### src/rtl/prio_enc_arb.sv
// Registered priority encoder / arbiter: sticky pending capture, one index at a
// time under a valid/ack handshake, fixed-priority or round-robin selection.
module prio_enc_arb #(
  parameter  int N     = 8,
  localparam int IDX_W = $clog2(N)
) (
  input  logic             clk,
  input  logic             rst,
  input  logic [N-1:0]     req_in,
  input  logic             rr_mode,
  input  logic             ack,
  output logic             valid,
  output logic [IDX_W-1:0] idx,
  output logic [N-1:0]     pend
);

  localparam logic [0:0] S_IDLE  = 1'b0;
  localparam logic [0:0] S_GRANT = 1'b1;

  logic [0:0]       r_state;
  logic [IDX_W-1:0] r_idx;
  logic [IDX_W-1:0] r_ptr;
  logic [N-1:0]     r_pend;

  logic             w_ack_fire;
  logic [N-1:0]     w_clr;
  logic [N-1:0]     w_cand;
  logic             w_any;
  logic [IDX_W-1:0] w_ptr_next;
  logic [IDX_W-1:0] w_scan_base;
  logic [2*N-1:0]   w_dbl;
  logic [N-1:0]     w_rot;
  logic [IDX_W-1:0] w_rr_off;
  logic [IDX_W:0]   w_sum;
  logic [IDX_W-1:0] w_rr_sel;
  logic [IDX_W-1:0] w_fix_sel;
  logic [IDX_W-1:0] w_sel;

  assign w_ack_fire = (r_state == S_GRANT) && ack;

  generate
    for (genvar gi = 0; gi < N; gi++) begin : g_clr
      assign w_clr[gi] = w_ack_fire && (r_idx == IDX_W'(gi));
    end
  endgenerate

  // New requests are OR-ed in after the clear, so a re-request on the ack cycle survives.
  assign w_cand = (r_pend & ~w_clr) | req_in;
  assign w_any  = |w_cand;

  assign w_ptr_next  = (r_idx == IDX_W'(N - 1)) ? '0 : r_idx + IDX_W'(1);
  assign w_scan_base = w_ack_fire ? w_ptr_next : r_ptr;

  // Rotate the candidates so the scan start lands at bit 0, then take the lowest set bit.
  assign w_dbl = {w_cand, w_cand};
  assign w_rot = N'(w_dbl >> w_scan_base);

  always_comb begin
    w_rr_off = '0;
    for (int i = N - 1; i >= 0; i--) begin
      if (w_rot[i]) w_rr_off = IDX_W'(i);
    end
  end

  assign w_sum    = {1'b0, w_scan_base} + {1'b0, w_rr_off};
  assign w_rr_sel = (w_sum >= (IDX_W+1)'(N)) ? IDX_W'(w_sum - (IDX_W+1)'(N)) : IDX_W'(w_sum);

  always_comb begin
    w_fix_sel = '0;
    for (int i = 0; i < N; i++) begin
      if (w_cand[i]) w_fix_sel = IDX_W'(i);
    end
  end

  assign w_sel = rr_mode ? w_rr_sel : w_fix_sel;

  always_ff @(posedge clk or posedge rst) begin
    if (rst) begin
      r_state <= S_IDLE;
      r_idx   <= '0;
      r_ptr   <= '0;
      r_pend  <= '0;
    end else begin
      r_pend <= w_cand;
      case (r_state)
        S_IDLE: begin
          if (w_any) begin
            r_idx   <= w_sel;
            r_state <= S_GRANT;
          end
        end
        S_GRANT: begin
          if (ack) begin
            r_ptr <= w_ptr_next;
            if (w_any) begin
              r_idx <= w_sel;
            end else begin
              r_state <= S_IDLE;
            end
          end
        end
        default: r_state <= S_IDLE;
      endcase
    end
  end

  assign valid = (r_state == S_GRANT);
  assign idx   = r_idx;
  assign pend  = r_pend;

endmodule

### config.mk
export PLATFORM = sky130hd
export DESIGN_NAME = prio_enc_arb
export DESIGN_NICKNAME = d
export VERILOG_FILES = /design/src/rtl/prio_enc_arb.sv
export SDC_FILE = /design/constraint.sdc
export NUM_CORES = 1
export LEC_CHECK = 0
export ABC_AREA = 1
export ABC_CLOCK_PERIOD_IN_PS = 4300
export CORE_ASPECT_RATIO = 1.25
export CORE_MARGIN = 3
export CORE_UTILIZATION = 53
export DETAILED_ROUTE_END_ITERATION = 7
export GPL_TIMING_DRIVEN = 0
export PLACE_DENSITY = 0.8
export SLEW_MARGIN = 40
export SYNTH_ARGS = -nofsm -noshare
export SYNTH_HDL_FRONTEND = slang
export SYNTH_SLANG_ARGS = --single-unit
### constraint.sdc
create_clock -name clk -period 4.3 [get_ports clk]
set_clock_uncertainty 0.1 [all_clocks]
set_input_delay 0.645 -clock clk [delete_from_list [all_inputs] [get_ports clk]]
set_output_delay 0.645 -clock clk [all_outputs]
set_load 0.01 [all_outputs]
# Word-level counts from Yosys, hierarchy flattened
# Index checks and enable logic that the tools add are counted.
[totals]
register_bits = 15
inputBits = 12
out_inout_bits = 12
[classes]
n_addsub = 3
n_lt_le_gt_ge = 1
eq_ne = 8
shifts = 1
n_mux = 25
bitwise = 4
reduce_logical = 12
[op_table]
columns = ["operator", "n"]
rows = [
  ["2-to-1 mux 3 bit", 20],
  [">> shifter 16 x 3 -> 8 bit", 1],
  ["== test 3 bit (second input constant)", 4],
  ["logical AND 1 bit", 9],
  ["AND 8 bit", 1],
  ["NOT 8 bit", 1],
  ["bitwise OR 8 bit", 1],
  ["OR reduction 8 bit", 1],
  ["== test 3 x 2 -> 1 bit (second input constant)", 2],
  ["case mux 3 bit (2 select lines)", 1],
  ["adder 3 x 3 -> 4 bit", 1],
  ["greater-or-equal comparator 4 bit (second input constant)", 1],
  ["adder 3 x 1 -> 3 bit (second input constant)", 1],
  ["== test 3 x 1 -> 1 bit (second input constant)", 1],
  ["logical NOT 3 bit", 1],
  ["2-to-1 mux 1 bit", 3],
  ["subtractor 3 x 1 -> 3 bit (second input constant)", 1],
  ["inequality test 2 bit (second input constant)", 1],
  ["case mux 1 bit (2 select lines)", 1],
  ["AND reduction 2 bit", 1],
  ["NOT 1 bit", 1],
]

# Longest topological paths before layout
[logic_depth]
word_depth = 21
depth_mapped = 24
ltp_nobuf = 24

# Least setup slack after synthesis
# OpenSTA, ideal clock, no wires.
[synth_path]
path_kind = "reg-to-reg"
from = "register r_idx[0], in the netlist idx[0]"
to = "register r_idx[2], in the netlist idx[2]"
arrival_ps = 2980
required_time_ps = 4127
path_slack_ps = 1147
stages_incl_launch_ff = 24
path_buffers = 1
period_less_slack_ps = 3153
cell_sequence = "dfrtp_1 -> ha_1 -> ha_1 -> nor2_1 -> nand2_2 -> nand2_2 -> buf_6 -> nand3_1 -> nand3_1 -> nand2_1 -> nand2_1 -> nand2_1 -> o21bai_1 -> nand2_1 -> nand2_1 -> nand2_1 -> a21boi_1 -> ha_1 -> fa_1 -> xnor2_1 -> inv_1 -> nand2_1 -> nand3_1 -> a21oi_2"
[synth_between]
elab_chain_len = 21
elab_cells_between_ends = 45
[synth_rtl]
columns = ["element", "line_no", "text"]
rows = [
  ["from (decl)", "21", "logic [IDX_W-1:0] r_idx;"],
  ["from (signal assigned)", "88", "r_idx <= w_sel;"],
  ["from (signal assigned)", "96", "r_idx <= w_sel;"],
  ["parallel branches: the longest is 18 deep, another holds adder 3 x 1 -> 3 bit", "n/a", ""],
  ["2-to-1 mux 3 bit *", "87, 95", ""],
  ["2-to-1 mux 3 bit", "93", "if (ack) begin"],
  ["case mux 3 bit (2 select lines) *", "85", "case (r_state)"],
]
# Mark *: on every way between the ends. The select of a mux whose other input is x is not followed.
# A chain may end at the register's enable or synchronous reset.

# Worst setup path in the final report
[layout_path]
from = "input ack"
to = "register r_idx[2], in the netlist idx[2]"
[layout_between]
elab_chain_len = 21
elab_cells_between_ends = 37
[layout_rtl]
columns = ["element", "line_no", "text"]
rows = [
  ["from (decl)", "11", "input logic ack,"],
  ["logical AND 1 bit", "39", "assign w_ack_fire = (r_state == S_GRANT) && ack;"],
  ["logical AND 1 bit", "43", "assign w_clr[gi] = w_ack_fire && (r_idx == IDX_W'(gi));"],
  ["NOT 8 bit", "48", "assign w_cand = (r_pend & ~w_clr) | req_in;"],
  ["AND 8 bit", "48", ""],
  ["bitwise OR 8 bit", "48", ""],
  [">> shifter 16 x 3 -> 8 bit", "56", "assign w_rot = N'(w_dbl >> w_scan_base);"],
  ["2-to-1 mux 3 bit (8 in series)", "61", "if (w_rot[i]) w_rr_off = IDX_W'(i);"],
  ["adder 3 x 3 -> 4 bit", "65", "assign w_sum = {1'b0, w_scan_base} + {1'b0, w_rr_off};"],
  ["greater-or-equal comparator 4 bit or subtractor 3 x 1 -> 3 bit (tied branches)", "66", "assign w_rr_sel = (w_sum >= (IDX_W+1)'(N)) ? IDX_W'(w_sum - (IDX_W+1)'(N)) : IDX_W'(w_sum);"],
  ["2-to-1 mux 3 bit", "66", ""],
  ["2-to-1 mux 3 bit", "75", "assign w_sel = rr_mode ? w_rr_sel : w_fix_sel;"],
  ["2-to-1 mux 3 bit", "87, 95", ""],
  ["2-to-1 mux 3 bit", "93", ""],
  ["case mux 3 bit (2 select lines)", "85", ""],
]
# Parallel ways exist; a longest one is shown, timed or not. The select of a mux whose other input is x is not followed.

==> reports/metrics.yaml <==
yosys:
  synth_area_per_cell_um2: 6.49
  syn_inst: 211
  synth.distinct_cells: 27
  yosys_warnings: 0
  synth_seq_area_share_pct: 27.4
  synth_fp_nets: 231
  ys_ff_latch: 15
  synth_area_um2: 1370
pwr:
  leakage_uw: 0.000829
  power_density_nw_per_um2: 617
  peakVddDrop_mv: 0.373
sta:
  maxSlewViolCount: 0
  setup_viol: 0
  fmaxAchievable_mhz: 272
  period_needed_ns: 3.68
  final_hold_viol_count: 0
  tns_ns: 0
  worstMarginPinSlew_ns: 0.585
  slew_headroom_pct: 61.0
  rsz0062_at_grt: "no"
  fin_crit_sh_pct: 85.6
worst_setup_path:
  required_ns: 4.44
  crit_fanout: 10
  crit_type: "input pin to register"
  end_kind: "register"
  rrSetupSlack_ns: 0.73
  r2r_start: "idx[0]"
  crit_start: "ack"
  arrival_ns: 3.82
  crit_path_start_kind: "input pin"
final_layout:
  finalNonFillerCells: 269
  layout.nets: 259
  antenna_cells: 0
  fillers: 223
  syn2layout_area_growth_pct: 21.6
  drive_above_1_share_pct: 7.98
route:
  drt_first_pass_iters: 4
  wl_met3_um: 141
  ant_nets: 0
  routedWlPerCell_um: 14.1
  via_per_inst: 5.57
  top_layer: "met4"
  routed-wl-met2_um: 1990
  drtIter0Drc: 55
  met1Wirelength_um: 1550
  drt-total-wl_um: 3790
  dr_total_vias: 1499
  drcViolationCount: 0
placement:
  gp_congestion: 0.962
  numPortBuffers: 23
  hpwl_um: 3110
  dp_cells: 265
cts:
  cts_resized: 0
  htree_levels: 1
  cts_setup_buffers: 0
  cts.path.max_buffers: 2
  cts_tree: "yes"
  clkSlewWorstSetupHoldPaths_ns: 0.09
  cts_sinks: 15
  cts_inserted_buffers: 3
  clkLatencyLatePin_ns: 0.30
  ctsHoldBuffers: 0
  cts_root_buffer: "clkbuf_4"
grt:
  first_global_vias: 1437
  grt_first_pass_wirelength_um: 6330
  overflow: 0
  grt_max_degree: 16
  antenna_found_initial: 0
  grt_usage_pct: 25.7
floorplan:
  die_y_um: 62.8
  dieArea_um2: 3230
  fp-row-count: 19
  pin_count: 24
  dieWidth_um: 51.5
  initial_core_util_pct: 58.8
  core_um2: 2330
worst_hold_path:
  hold_path.class: "register to register"
  min_from: "pend[7]"
job:
  drv_cap: 0
outcome:
  status: "complete, no violations"
layout make-up:
class / instances / area (um^2) / share of cell area (%)
Timing Repair Buffer: 23 / 230 / 13.8
Buffer: 5 / 42.5 / 2.56
Sequential cell: 15 / 375 / 22.6
Multi-Input combinational cell: 163 / 843 / 50.7
Inverter: 28 / 108 / 6.47
Clock buffer: 4 / 26.3 / 1.58
Tap cell: 31 / 38.8 / 2.33
cells in the mapped netlist (all sizes together):
master	number	area share, %
nand2	68	19
o21ai	12	6.0
nand3	51	19
fa	1	1.5
dfrtp	15	27
or2	1	0.46
nor2	9	2.7
a21oi	5	2.1
o21bai	2	1.1
inv	28	7.9
xnor2	1	0.64
a21boi	1	0.55
a31oi	2	0.91
ha	7	6.4
nor3	1	0.37
buf	5	3.1
o211ai	2	1.1
worst paths after layout:
kind                             to  depth (start not counted)
setup / recovery             idx[2]                         22
hold / removal              pend[7]                          2
setup reg to reg             idx[2]                         24
hold reg to reg             pend[7]                          2
max in group asynchronous   pend[6]                          2
min in group asynchronous  r_ptr[1]                          2
power breakdown:
group	switching (uW)	leakage (uW)	internal (uW)	total, uW
clock network	49.8	0.0000150	36.3	86.1
registers	29.9	0.000150	177	207
logic	451	0.000665	283	734
worst max-delay path, cell delays in order:
cell and delay, ns:
clkdlybuf4s50_1 0.58, nand2_2 0.10, buf_6 0.16, o21ai_2 0.18, buf_4 0.19, nand3_1 0.13, nand3_1 0.13, nand2_1 0.07
nand2_1 0.06, nand2_1 0.06, o21bai_1 0.16, nand2_1 0.07, nand2_1 0.05, nand2_1 0.05, a21boi_1 0.07, ha_1 0.19
fa_1 0.38, xnor2_1 0.21, inv_1 0.06, nand2_1 0.06, nand3_1 0.09, a21oi_2 0.13
state kept, by name, indices dropped and copies added (netlist names):
signal  cells
r_ptr       3
idx         3
pend        8
valid       1
metrics by stage:
step | hold slack (ns) | power, uW | utilization [%] | worst slack, ns | area, um^2
after floorplan | 0.446 | 734 | - | 1.15 | 1370
after global placement | 0.421 | 909 | 70.3 | 0.482 | 1640
after detailed placement | 0.433 | 935 | 70.3 | 0.350 | 1640
after CTS | 0.454 | 1020 | 71.4 | 0.649 | 1660
after global routing | 0.516 | 1140 | 71.4 | 0.341 | 1660
final | 0.460 | 1030 | 71.4 | 0.621 | 1660
routing by layer:
| metal | up-vias | track usage, % |
|---|---|---|
| li1 | 744 | - |
| met4 | 0 | 13.1 |
| met2 | 42 | 44.4 |
| met1 | 702 | 30.2 |
| met5 | - | 0 |
| met3 | 11 | 2.86 |
logic make-up (layout without fill, tap and decap cells):
| family | Yosys count | after routing | share of synthesized area, % |
|---|---|---|---|
| AO/OA/AOI/OAI | 24 | 24 | 11.8 |
| AND/OR/NAND/NOR | 130 | 130 | 41.3 |
| XOR/XNOR | 1 | 1 | 0.640 |
| flip-flops | 15 | 15 | 27.4 |
| adder cells (fa/ha/maj) | 8 | 8 | 7.86 |
| buffers and inverters | 33 | 60 | 11.0 |
cells in the final DEF, fill, tap and decap left out, drive strengths merged:
| master | synthesis | layout |
|---|---|---|
| o211ai | 2 | 2 |
| dfrtp | 15 | 15 |
| inv | 28 | 28 |
| nand2 | 68 | 68 |
| clkbuf | 0 | 4 |
| nor3 | 1 | 1 |
| nor2 | 9 | 9 |
| fa | 1 | 1 |
| o21ai | 12 | 12 |
| clkdlybuf4s50 | 0 | 23 |
| a21oi | 5 | 5 |
| buf | 5 | 5 |
| ha | 7 | 7 |
| or2 | 1 | 1 |
| nand3 | 51 | 51 |
| o21bai | 2 | 2 |
| xnor2 | 1 | 1 |
| a31oi | 2 | 2 |
| a21boi | 1 | 1 |
(Power assumes the default switching activity.)
